[src/rtl/alu_seq_pkg.sv]
// Shared types and widths for the ALU sweep sequencer and its result store.
package alu_seq_pkg;

  localparam int ENTRY_W         = 9;
  localparam int CHK_W           = 16;
  localparam int SEL_W           = 4;
  localparam int CNT_W           = 4;
  localparam int DEPTH           = 16;
  localparam int HOLD_CYCLES_DEF = 2;
  localparam int NUM_OPS_DEF     = 16;

  typedef enum logic [1:0] {
    ST_IDLE,
    ST_DRIVE,
    ST_FINISH
  } state_e;

endpackage

[src/rtl/alu_result_store.sv]
// 16x9 result register file: one synchronous write port, one registered read port.
module alu_result_store
  import alu_seq_pkg::*;
(
  input  logic               clk,
  input  logic               rst,
  input  logic               we_i,
  input  logic [SEL_W-1:0]   waddr_i,
  input  logic [ENTRY_W-1:0] wdata_i,
  input  logic [SEL_W-1:0]   raddr_i,
  output logic [ENTRY_W-1:0] rdata_o
);

  logic [ENTRY_W-1:0] mem_q [DEPTH];
  logic [ENTRY_W-1:0] rdata_q;

  // NOTE: the whole array is cleared on reset, so it stays as flops, not a RAM macro.
  always_ff @(posedge clk) begin
    if (rst) begin
      for (int i = 0; i < DEPTH; i++) mem_q[i] <= '0;
      rdata_q <= '0;
    end else begin
      // NOTE: non-blocking assignments make a same-edge read return the old entry.
      if (we_i) mem_q[waddr_i] <= wdata_i;
      rdata_q <= mem_q[raddr_i];
    end
  end

  assign rdata_o = rdata_q;

endmodule

[src/rtl/alu_sweep_sequencer.sv]
// Sweeps every opcode through an external ALU, holding each for HOLD_CYCLES,
// and records {e_bit, result} per opcode plus a running checksum.
module alu_sweep_sequencer
  import alu_seq_pkg::*;
#(
  parameter int HOLD_CYCLES = HOLD_CYCLES_DEF,
  parameter int NUM_OPS     = NUM_OPS_DEF
) (
  input  logic               clk,
  input  logic               rst,
  input  logic               start,
  input  logic [7:0]         op_a_in,
  input  logic [7:0]         op_b_in,
  output logic [7:0]         alu_a,
  output logic [7:0]         alu_b,
  output logic [SEL_W-1:0]   alu_sel,
  input  logic [7:0]         alu_result,
  input  logic               alu_e_bit,
  output logic               busy,
  output logic               done,
  input  logic [SEL_W-1:0]   rd_addr,
  output logic [ENTRY_W-1:0] rd_data,
  output logic [CHK_W-1:0]   checksum
);

  localparam logic [CNT_W-1:0] HOLD_LAST = CNT_W'(HOLD_CYCLES - 1);
  localparam logic [SEL_W-1:0] SEL_LAST  = SEL_W'(NUM_OPS - 1);

  state_e             state_q, state_d;
  logic [7:0]         a_q, a_d, b_q, b_d;
  logic [SEL_W-1:0]   sel_q, sel_d;
  logic [CNT_W-1:0]   cnt_q, cnt_d;
  logic [CHK_W-1:0]   chk_q, chk_d;
  logic               sample;
  logic [ENTRY_W-1:0] entry;

  assign entry = {alu_e_bit, alu_result};

  always_comb begin
    // NOTE: every output of this block gets a default first so no latch is inferred.
    state_d = state_q;
    a_d     = a_q;
    b_d     = b_q;
    sel_d   = sel_q;
    cnt_d   = cnt_q;
    chk_d   = chk_q;
    sample  = 1'b0;
    unique case (state_q)
      ST_IDLE: begin
        if (start) begin
          state_d = ST_DRIVE;
          a_d     = op_a_in;
          b_d     = op_b_in;
          sel_d   = '0;
          cnt_d   = '0;
          chk_d   = '0;
        end
      end
      ST_DRIVE: begin
        if (cnt_q == HOLD_LAST) begin
          // The ALU output has settled for the full hold window; capture it.
          sample = 1'b1;
          chk_d  = chk_q + CHK_W'(entry);
          if (sel_q == SEL_LAST) begin
            state_d = ST_FINISH;
          end else begin
            sel_d = sel_q + 1'b1;
            cnt_d = '0;
          end
        end else begin
          cnt_d = cnt_q + 1'b1;
        end
      end
      ST_FINISH: state_d = ST_IDLE;
      default:   state_d = ST_IDLE;
    endcase
  end

  always_ff @(posedge clk) begin
    if (rst) begin
      state_q <= ST_IDLE;
      a_q     <= '0;
      b_q     <= '0;
      sel_q   <= '0;
      cnt_q   <= '0;
      chk_q   <= '0;
    end else begin
      state_q <= state_d;
      a_q     <= a_d;
      b_q     <= b_d;
      sel_q   <= sel_d;
      cnt_q   <= cnt_d;
      chk_q   <= chk_d;
    end
  end

  alu_result_store u_store (
    .clk     (clk),
    .rst     (rst),
    .we_i    (sample),
    .waddr_i (sel_q),
    .wdata_i (entry),
    .raddr_i (rd_addr),
    .rdata_o (rd_data)
  );

  assign alu_a    = a_q;
  assign alu_b    = b_q;
  assign alu_sel  = sel_q;
  assign busy     = (state_q == ST_DRIVE);
  assign done     = (state_q == ST_FINISH);
  assign checksum = chk_q;

endmodule

[config.mk]
export PLATFORM = sky130hd
export DESIGN_NAME = alu_sweep_sequencer
export DESIGN_NICKNAME = d
export VERILOG_FILES = /design/src/rtl/alu_seq_pkg.sv /design/src/rtl/alu_result_store.sv /design/src/rtl/alu_sweep_sequencer.sv
export SDC_FILE = /design/constraint.sdc
export NUM_CORES = 1
export LEC_CHECK = 0
export ABC_AREA = 1
export CORE_MARGIN = 2
export CORE_UTILIZATION = 45
export CTS_BUF_LIST = sky130_fd_sc_hd__clkbuf_4
export CTS_CLUSTER_SIZE = 24
export DETAILED_ROUTE_END_ITERATION = 7
export PLACE_DENSITY_LB_ADDON = 0.3
export REMOVE_ABC_BUFFERS = 1
export SYNTH_ARGS = -nofsm -noshare
export SYNTH_HDL_FRONTEND = slang
export SYNTH_SLANG_ARGS = --single-unit
[constraint.sdc]
create_clock -name clk -period 2 [get_ports clk]
set_clock_uncertainty 0.05 [all_clocks]
set_input_delay 0.4 -clock clk [delete_from_list [all_inputs] [get_ports clk]]
set_output_delay 0.4 -clock clk [all_outputs]
set_load 0.03 [all_outputs]
==> results of run 1 <==
[Yosys cell counts]
master                     number
sky130_fd_sc_hd__nor2_8         4
sky130_fd_sc_hd__or2_2          3
sky130_fd_sc_hd__inv_6          1
sky130_fd_sc_hd__nor2_1       321
sky130_fd_sc_hd__dfxtp_1       51
sky130_fd_sc_hd__a21oi_1       34
sky130_fd_sc_hd__nand3_4        1
sky130_fd_sc_hd__o21ai_0      101
sky130_fd_sc_hd__nor2_2         7
sky130_fd_sc_hd__nand3_2        3
sky130_fd_sc_hd__buf_1          1
sky130_fd_sc_hd__o211a_1        1
sky130_fd_sc_hd__nand3_1       55
sky130_fd_sc_hd__xor2_1         1
sky130_fd_sc_hd__nand3b_1       2
sky130_fd_sc_hd__o211ai_1      18
sky130_fd_sc_hd__ha_1          15
sky130_fd_sc_hd__clkbuf_1      35
sky130_fd_sc_hd__and2_1         1
sky130_fd_sc_hd__inv_1         66
sky130_fd_sc_hd__o21ai_1        1
sky130_fd_sc_hd__a21boi_0       2
sky130_fd_sc_hd__nand2_1      109
sky130_fd_sc_hd__nand2_4       12
sky130_fd_sc_hd__edfxtp_1     144
sky130_fd_sc_hd__clkinv_1       6
sky130_fd_sc_hd__nor3_1         1
sky130_fd_sc_hd__buf_2         10
sky130_fd_sc_hd__fa_1           1
sky130_fd_sc_hd__nand4_1        2
sky130_fd_sc_hd__inv_2          2
sky130_fd_sc_hd__xnor2_1        3
sky130_fd_sc_hd__nor2_4         1
[registers in the layout, indices dropped and copies added (netlist names)]
register and flops:
cnt_q 4, alu_b 8, checksum 16, u_store.rdata_o 9, alu_sel 4, state_q 2, alu_a 8, u_store.mem_q 144
[final cells by class]
type                            instances  area [sq um]
Timing Repair Buffer                  165          1710
Antenna cell                            1          2.50
Inverter                               75           287
Sequential cell                       195          5350
Clock inverter                         15           124
Multi-Input combinational cell        699          3350
Clock buffer                           17           128
Fill cell                            1808          8820
Tap cell                              270           338
[cells in the final DEF, fill, tap and decap left out, drive strengths merged, types with 3 or more instances in the layout]
cell type and n:
nand3 59, clkinvlp 4, clkbuf 21, nor2 333, inv 76, dlygate4sd2 39
or2 3, nand2 121, clkinv 10, a21oi 34, buf 91, o211ai 18
clkdlybuf4s50 29, dfxtp 51, edfxtp 144, ha 15, o21ai 102, xnor2 3
[final timing paths]
| kind | start | end | slack [ns] | depth (start not counted) |
|---|---|---|---|---|
| worst max-delay path | alu_sel[3] | alu_sel[3] | 0.1 | 1 |
| worst min-delay path | op_a_in[3] | alu_a[3] | 0.35 | 3 |
| worst max register to register | cnt_q[0] | u_store.mem_q[4][3] | 0.15 | 8 |
| worst min register to register | alu_a[4] | alu_a[4] | 0.44 | 2 |
[routing by layer]
layer,global-route usage,vias up,share of wire
met5,0,-,0
met4,0.0583,0,0.015
met3,0.0457,29,0.074
met2,0.370,250,0.50
met1,0.284,3413,0.41
li1,-,3640,-
[report_power, final]
group / switching (mW) / leakage, nW / internal (mW)
clock: 1.45 / 0.131 / 0.527
combinational: 0.733 / 2.88 / 0.465
sequential: 0.0629 / 1.91 / 4.49
[timing repair]
action | CTS | global route
setup endpoints to repair | 47 | 8
resized for setup | 57 | 13
setup buffers | 0 | 2
endpoints found under the hold margin | 0 | 0
pin swaps | 0 | 1
[worst min-delay path: cells and delay by family]
kind	cells	cell delay (ns)
and+or+nand+nor	1	0.04
AOI/OAI and AO/OA	1	0.15
buffers and inverters	1	0.39
[through the flow]
stage	hold slack [ns]	util	std cells	area, sq um	power [mW]
floorplan	0.419	-	969	8980	5.23
global placement	0.411	0.552	1402	11100	5.86
detailed placement	0.424	0.552	1402	11100	5.88
CTS	0.315	0.561	1434	11300	7.77
global route	0.321	0.561	1437	11300	8.06
finish	0.350	0.561	1437	11300	7.73
[kinds of logic after synthesis]
kind of cell | Yosys count
XOR/XNOR | 4
adder cells (fa/ha/maj) | 16
buffers and inverters | 121
flip-flops | 195
AND/OR/NAND/NOR | 522
AO/OA/AOI/OAI | 157
==> flow_summary_export.csv, run 1 <==
group,metric,value,unit
worst_setup_path,cpLargestDelayFamily,"flip-flops",
worst_setup_path,worst-endpoint-required,1.55,ns
global_routing,grt_antenna_before_repair,1,
clock_network,cts_htree_levels,4,
sta,timing_hold_violations_final,0,
power_and_ir_drop,power_density,685,nW/um^2
global_routing,track_usage,0.218,
synth,yosys-mux-area-fraction,0,
sta,finalMaxSlewViolations,0,
synth,synth-compound-area-share,0.0917,
worst_setup_path,worst_setup_path_end_kind,"output pin",
floorplanning,io-pin-count,79,
synth,yosysSeqAreaShare,0.583,
final_layout,area.growth.synth_to_final,23.2,%
worst_setup_path,critPathMaxStageDelay,0.51,ns
synth,syn-instance-count,1015,
worst_setup_path,worst-path-buf-inv,1,
clock_network,clock_tree_from_tritoncts,"yes",
placed_design,routabilityCongestion,0.883,
sta,unrepaired_setup_endpoints_after_global_routing,"false",
worst_setup_path,critical_path.cell_chain,"clkdlybuf4s15_2",
sta,min_period_over_period,0.951,
routing,wl,22600,um
global_routing,grt-ovfl-total,0,
run,max-cap-violations,0,
synth,synthXorXnorAreaFrac,0.00382,
clock_network,clock_transition_at_the_registers_of_the_reported_paths,0.17,ns
synth,yosys.area_share.simple,0.247,
synth,synth_top_family_by_area,"simple AND/OR/NAND/NOR gates",
routing,drt-wirelength-per-cell,15.7,um
routing,remaining_drc_errors,0,
floorplanning,rows,52,
final_layout,nets,1201,
synth,ys_warn_count,0,
routing,drt-vias-per-instance,5.10,
routing,routed-via-count,7332,
worst_hold_path,hold_class,"input port to flop",
global_routing,grt_start_max_net_pins,82,
clock_network,tritoncts.num_buffers,17,
sta,layout_setup_ws,0.0985,ns
clock_network,cts.root.buffer_cell,"sky130_fd_sc_hd__clkbuf_4",
worst_setup_path,worstSetupPathType,"flop to output pin",
sta,max_slew_headroom_at_the_worst_pin,0.382,
synth,synth.cell_area,9170,sq um
floorplanning,initial_utilization,0.456,
synth,syn-mean-instance-area,9.03,sq um
routing,detailed_routing_iterations_pass_1,6,
clock_network,ctsLongestPathBuffers,2,
run_status,status,"complete, no violations",
floorplanning,core_region_area,20100,sq um
synth,synth.largest_area_cell,"sky130_fd_sc_hd__edfxtp_1",
synth,synthAdderAreaFrac,0.0227,
global_routing,wire_length_of_the_first_global_routing_pass,36200,um
worst_setup_path,timing.critical_path.slowest_stage_cell,"sky130_fd_sc_hd__dfxtp_1",
worst_setup_path,critPathMaxFanout,7,
synth,synth_seq_cells,195,
placed_design,pre_cts_slack,-0.328,ns
synth,synthTopCellsByArea,"sky130_fd_sc_hd__edfxtp_1 (47%), sky130_fd_sc_hd__nor2_1 (13%), sky130_fd_sc_hd__dfxtp_1 (11%)",
global_routing,vias_in_the_first_global_route,7010,
floorplanning,fp.dieW,147,um
sta,finalSetupTns,0,ns
worst_setup_path,cp_data_arrival_time,1.45,ns
routing,dr.first_iter.drc_count,578,
placed_design,place_hpwl,15200,um
sta,setup_viol_count_final,0,
clock_network,cts.sinks,195,
placed_design,numPortBuffers,78,
synth,netlist-cell-type-count,33,
sta,maxClockFrequency,0.526,GHz
floorplanning,die_y,147,um
power_and_ir_drop,leakage,4.92,nW
worst_setup_path,startpoint_class_of_the_critical_path,"flop",
sta,finalCriticalPeriod,1.90,ns
final_layout,layout-drive-gt1-share,0.141,
clock_network,clock_latency,0.59,ns
routing,antenna_violating_nets_post_route,0,
synth,netlist.area_leader.share,0.472,
power_and_ir_drop,vdd_drop_max,0.000342,V
sta,worst_slew_pin_slew,0.923,ns
clock_network,cts_hold_buffers,0,
floorplanning,fp.dieArea,21500,sq um
Power figures use the tool's default switching activity.
==> inputs of run 2 (changes only) <==
Settings changed: GPL_ROUTABILITY_DRIVEN from default to 0, MAX_ROUTING_LAYER from default to met4.
==> flow_summary_export.csv, run 2 (synthesis gave the netlist of run 1 again) <==
group,metric,value,unit
placed_design,numPortBuffers,78,
power_and_ir_drop,vdd_drop_max,0.000342,V
clock_network,cts.sinks,195,
routing,drt-wirelength-per-cell,15.8,um
power_and_ir_drop,switchingPower,2.26,mW
worst_hold_path,endpoint_of_the_worst_hold_timing_path,"alu_a[3]",
sta,finalMaxSlewViolations,0,
floorplanning,fp.dieW,147,um
sta,final.hold.worst_slack,0.347,ns
sta,finalCriticalPeriod,1.90,ns
worst_setup_path,worst_setup_path_end_kind,"output pin",
worst_setup_path,critical_path.cell_chain,"clkdlybuf4s15_2",
routing,antenna_violating_nets_post_route,0,
clock_network,cts_htree_levels,4,
sta,layout_setup_ws,0.0984,ns
worst_setup_path,ff2ff_setup_slack,0.15,ns
routing,remaining_drc_errors,0,
global_routing,wire_length_of_the_first_global_routing_pass,36200,um
routing,routed-via-count,7344,
floorplanning,rows,52,
worst_setup_path,cpLargestDelayFamily,"flip-flops",
worst_setup_path,worst-endpoint-required,1.55,ns
sta,maxClockFrequency,0.526,GHz
worst_setup_path,r2r.worst_path.cells,8,
power_and_ir_drop,seqPwrFrac,0.588,
floorplanning,core_region_area,20100,sq um
worst_setup_path,critPathMaxFanout,7,
worst_setup_path,worst-path-buf-inv,1,
final_layout,most_flop_heavy_register,"u_store.mem_q",
worst_setup_path,worstSetupPathType,"flop to output pin",
global_routing,vias_in_the_first_global_route,7016,
sta,unrepaired_setup_endpoints_after_global_routing,"false",
global_routing,grt-ovfl-total,0,
clock_network,cts.root.buffer_cell,"sky130_fd_sc_hd__clkbuf_4",
worst_setup_path,timing.critical_path.slowest_stage_cell,"sky130_fd_sc_hd__dfxtp_1",
final_layout,mostFrequentLayoutCell,"sky130_fd_sc_hd__nor2_1",
worst_setup_path,critical_path.reg2reg.startpoint,"cnt_q[0]",
worst_hold_path,min_path_cells,3,
worst_setup_path,cp_data_arrival_time,1.45,ns
clock_network,ctsLongestPathBuffers,2,
power_and_ir_drop,leakage,4.92,nW
final_layout,layout.core_utilization,0.561,
global_routing,grt_antenna_before_repair,1,
final_layout,nets,1201,
power_and_ir_drop,power.share.combinational,0.155,
worst_setup_path,startpoint_class_of_the_critical_path,"flop",
final_layout,fillerInstances,1809,
placed_design,pre_cts_slack,-0.328,ns
floorplanning,fp.dieArea,21500,sq um
floorplanning,io-pin-count,79,
worst_hold_path,hold_class,"input port to flop",
floorplanning,die_y,147,um
placed_design,postPlaceCellArea,11100,sq um
power_and_ir_drop,cellInternalPower,5.48,mW
global_routing,grt_start_max_net_pins,82,
worst_hold_path,timing.hold.worst.start,"op_a_in[3]",
run_status,status,"complete, no violations",
sta,worst_slew_pin_slew,0.929,ns
routing,drt-vias-per-instance,5.11,
clock_network,clock_transition_at_the_registers_of_the_reported_paths,0.16,ns
sta,min_period_over_period,0.951,
sta,timing_hold_violations_final,0,
final_layout,layout-drive-gt1-share,0.142,
routing,detailed_routing_iterations_pass_1,6,
routing,dr.first_iter.drc_count,584,
power_and_ir_drop,power_density,686,nW/um^2
placed_design,place_hpwl,15200,um
global_routing,track_usage,0.225,
sta,max_slew_headroom_at_the_worst_pin,0.378,
power_and_ir_drop,share_clk_of_total_power,0.257,
clock_network,clock_latency,0.59,ns
power_and_ir_drop,power.share.switching,0.292,
clock_network,clock_tree_from_tritoncts,"yes",
routing,wl,22700,um
final_layout,most-common-layout-cells,"sky130_fd_sc_hd__nor2_1 (321), sky130_fd_sc_hd__edfxtp_1 (144), sky130_fd_sc_hd__nand2_1 (108)",
final_layout,area.growth.synth_to_final,23.1,%
final_layout,finalInstanceArea,11300,sq um
sta,setup_viol_count_final,0,
floorplanning,initial_utilization,0.456,
clock_network,tritoncts.num_buffers,17,
worst_setup_path,critPathMaxStageDelay,0.51,ns
worst_setup_path,rr_endpoint,"u_store.mem_q[4][3]",
final_layout,flip_flop_count_of_the_largest_register_after_layout,144,
run,max-cap-violations,0,
run 2: changes by cell type in the layout (fill, tap and decap cells not counted), sizes merged:
cell           change
clkbuf             +1
clkdlybuf4s15      -1
run 2: through the flow:
stage	std cells	setup TNS, ns	total power, mW
2_1_floorplan	969	-0.342	5.23
5_1_grt	1437	0	8.06
6_report	1437	0	7.74
3_5_place_dp	1402	-6.88	5.88
4_1_cts	1434	0	7.77
3_3_place_gp	1402	-5.52	5.86
run 2: cell type report:
type	instances	area, sq um	share of cell area
well taps	270	338	0.0299
diodes	1	2.50	0.000222
repair buffers	165	1710	0.151
clock inverters	15	124	0.0110
flip-flops and latches	195	5350	0.474
multi-input cells	699	3350	0.297
clock buffers	17	128	0.0113
inverters	75	287	0.0254
run 2: routing by layer:
layer,up-vias,track usage,share of wire
met5,-,-,0
met4,0,0.0563,0.015
met3,32,0.0398,0.064
met2,233,0.372,0.50
met1,3443,0.288,0.42
li1,3636,-,-
run 2: worst max path at each step:
stage                     depth (start not counted)                  end  slack, ns          start
after floorplan                                   4  u_store.mem_q[7][0]      -0.02     alu_sel[2]
after global placement                           13         checksum[12]      -0.32  alu_result[0]
after detailed placement                         11          checksum[6]      -0.33  alu_result[0]
after CTS                                         1           alu_sel[2]      0.004     alu_sel[2]
after global routing                              1           alu_sel[3]      0.002     alu_sel[3]
final                                             1           alu_sel[3]        0.1     alu_sel[3]
run 2: power by group through the flow:
stage          registers (mW)  logic, mW  clock network [mW]
5_1_grt                  4.57       1.31                2.17
4_1_cts                  4.55       1.20                2.02
3_3_place_gp             4.64       1.22                   0
3_5_place_dp             4.65       1.23                   0
2_1_floorplan            4.75      0.484                   0
6_report                 4.55       1.20                1.99
run 2: repair_timing:
| item | in CTS | in global routing |
|---|---|---|
| setup endpoints to repair | 47 | 8 |
| gates cloned | 0 | 0 |
| hold buffers | 0 | 0 |
| pin swaps | 0 | 1 |
| resized for setup | 57 | 14 |
| setup buffers | 0 | 2 |
run 2: worst min-delay path, delay by kind of cell:
family                 cells  cell delay, ns
buffers and inverters      1            0.39
AOI/OAI and AO/OA          1            0.15
and+or+nand+nor            1            0.04
==> inputs of run 3 (changes only) <==
Settings changed: CORE_MARGIN 2 to 5.
==> flow_summary_export.csv, run 3 (synthesis gave the netlist of run 1 again) <==
group,metric,value,unit
run_status,status,"complete, no violations",
power_and_ir_drop,switchingPower,2.26,mW
sta,timing_hold_violations_final,0,
sta,setup_viol_count_final,0,
power_and_ir_drop,leakage,4.91,nW
clock_network,cts_hold_buffers,0,
clock_network,clock_latency,0.59,ns
worst_setup_path,critical_path.reg2reg.startpoint,"checksum[0]",
floorplanning,rows,52,
final_layout,ff_latch_area,5350,sq um
sta,maxClockFrequency,0.527,GHz
worst_setup_path,critPathMaxStageDelay,0.44,ns
placed_design,numPortBuffers,78,
final_layout,nets,1199,
final_layout,area.growth.synth_to_final,22.5,%
run,max-cap-violations,0,
power_and_ir_drop,power_density,689,nW/um^2
worst_setup_path,r2r.worst_path.cells,10,
worst_setup_path,rr_endpoint,"checksum[8]",
sta,unrepaired_setup_endpoints_after_global_routing,"false",
clock_network,clock_tree_from_tritoncts,"yes",
power_and_ir_drop,cellInternalPower,5.48,mW
sta,finalMaxSlewViolations,0,
placed_design,place_hpwl,15600,um
routing,dr.first_iter.drc_count,392,
final_layout,multiInputGateArea,3350,sq um
clock_network,cts.sinks,195,
clock_network,clock_transition_at_the_registers_of_the_reported_paths,0.17,ns
floorplanning,io-pin-count,79,
floorplanning,fp.dieW,153,um
routing,routed-via-count,7346,
worst_hold_path,min_path_cells,6,
worst_setup_path,ff2ff_setup_slack,0.14,ns
final_layout,mostFrequentLayoutCell,"sky130_fd_sc_hd__nor2_1",
sta,min_period_over_period,0.949,
routing,remaining_drc_errors,0,
sta,finalCriticalPeriod,1.90,ns
power_and_ir_drop,share_clk_of_total_power,0.257,
final_layout,flip_flop_count_of_the_largest_register_after_layout,144,
floorplanning,die_y,153,um
worst_hold_path,endpoint_of_the_worst_hold_timing_path,"u_store.rdata_o[7]",
power_and_ir_drop,vdd_drop_max,0.000413,V
routing,drt-vias-per-instance,5.12,
worst_setup_path,worst_setup_path_end_kind,"output pin",
routing,wl,23100,um
worst_setup_path,worst-path-buf-inv,1,
worst_hold_path,timing.hold.worst.start,"rd_addr[1]",
power_and_ir_drop,power.share.switching,0.292,
floorplanning,core_region_area,20200,sq um
worst_setup_path,critPathMaxFanout,3,
worst_hold_path,hold_class,"input port to flop",
power_and_ir_drop,seqPwrFrac,0.588,
sta,final.hold.worst_slack,0.326,ns
floorplanning,fp.dieArea,23300,sq um
power_and_ir_drop,p_total,7.74,mW
clock_network,ctsLongestPathBuffers,2,
global_routing,wire_length_of_the_first_global_routing_pass,37300,um
final_layout,fillerInstances,1825,
global_routing,track_usage,0.207,
worst_setup_path,cp_data_arrival_time,1.45,ns
worst_setup_path,worstSetupPathType,"flop to output pin",
routing,detailed_routing_iterations_pass_1,8,
worst_setup_path,critical_path.cell_chain,"dlygate4sd2_1",
global_routing,vias_in_the_first_global_route,7351,
worst_setup_path,worst-endpoint-required,1.55,ns
worst_setup_path,cpLargestDelayFamily,"buffers and inverters",
sta,max_slew_headroom_at_the_worst_pin,0.729,
final_layout,layout-drive-gt1-share,0.140,
final_layout,most-common-layout-cells,"sky130_fd_sc_hd__nor2_1 (320), sky130_fd_sc_hd__edfxtp_1 (144), sky130_fd_sc_hd__nand2_1 (109)",
worst_setup_path,startpoint_class_of_the_critical_path,"flop",
final_layout,most_flop_heavy_register,"u_store.mem_q",
clock_network,cts.root.buffer_cell,"sky130_fd_sc_hd__clkbuf_4",
sta,worst_slew_pin_slew,0.402,ns
clock_network,tritoncts.num_buffers,17,
global_routing,grt_start_max_net_pins,82,
final_layout,insertedDiodeCount,0,
power_and_ir_drop,power.share.combinational,0.155,
worst_setup_path,startpoint,"checksum[5]",
clock_network,cts_htree_levels,4,
routing,antenna_violating_nets_post_route,0,
global_routing,grt_antenna_before_repair,0,
floorplanning,initial_utilization,0.454,
routing,drt-wirelength-per-cell,16.1,um
global_routing,grt-ovfl-total,0,
worst_setup_path,timing.critical_path.slowest_stage_cell,"sky130_fd_sc_hd__dlygate4sd2_1",
run 3: changes by cell type in the layout (fill, tap and decap cells not counted), sizes merged:
cell      change
diode         -1
buf           -2
clkinv        +5
inv           -1
clkinvlp      -4
run 3: timing repair:
action | in CTS | in global routing
setup endpoints to repair | 47 | 85
gates resized for setup | 55 | 15
pin swaps | 0 | 3
setup buffers | 0 | 3
run 3: area by class of cell:
type                    count  share of cell area
clock inverters            15              0.0114
well taps                 270              0.0301
clock buffers              17              0.0114
multi-input cells         699               0.299
flip-flops and latches    195               0.476
repair buffers            163               0.147
inverters                  75              0.0255
run 3: per-stage QoR:
step / cells / setup WS [ns] / instance area, sq um / util / setup TNS (ns)
2_1_floorplan: 969 / -0.0241 / 8980 / - / -0.342
3_3_place_gp: 1399 / -0.281 / 11000 / 0.547 / -8.00
3_5_place_dp: 1399 / -0.332 / 11000 / 0.547 / -12.50
4_1_cts: 1431 / 0.000736 / 11200 / 0.557 / 0
5_1_grt: 1434 / 0.00551 / 11200 / 0.557 / 0
6_report: 1434 / 0.101 / 11200 / 0.557 / 0
run 3: worst max path at each step:
stage | to | slack, ns | cells after the start
after floorplan | u_store.mem_q[7][0] | -0.02 | 4
after global placement | checksum[12] | -0.28 | 12
after detailed placement | checksum[8] | -0.33 | 11
after CTS | alu_sel[0] | 0.0007 | 1
after global routing | checksum[1] | 0.006 | 1
final | checksum[5] | 0.10 | 1
run 3: power groups by stage:
stage               clock network (mW)  registers (mW)  logic, mW
global placement                     0            4.64       1.22
detailed placement                   0            4.65       1.23
finish                            1.99            4.55       1.20
CTS                               2.04            4.55       1.19
global route                      2.19            4.57       1.31
floorplan                            0            4.75      0.484
run 3: routing by layer:
layer,GRT usage,up-vias,share of wire
li1,-,3626,-
met1,0.261,3396,0.42
met2,0.336,275,0.48
met3,0.0454,49,0.067
met4,0.0662,0,0.027
met5,-,-,0
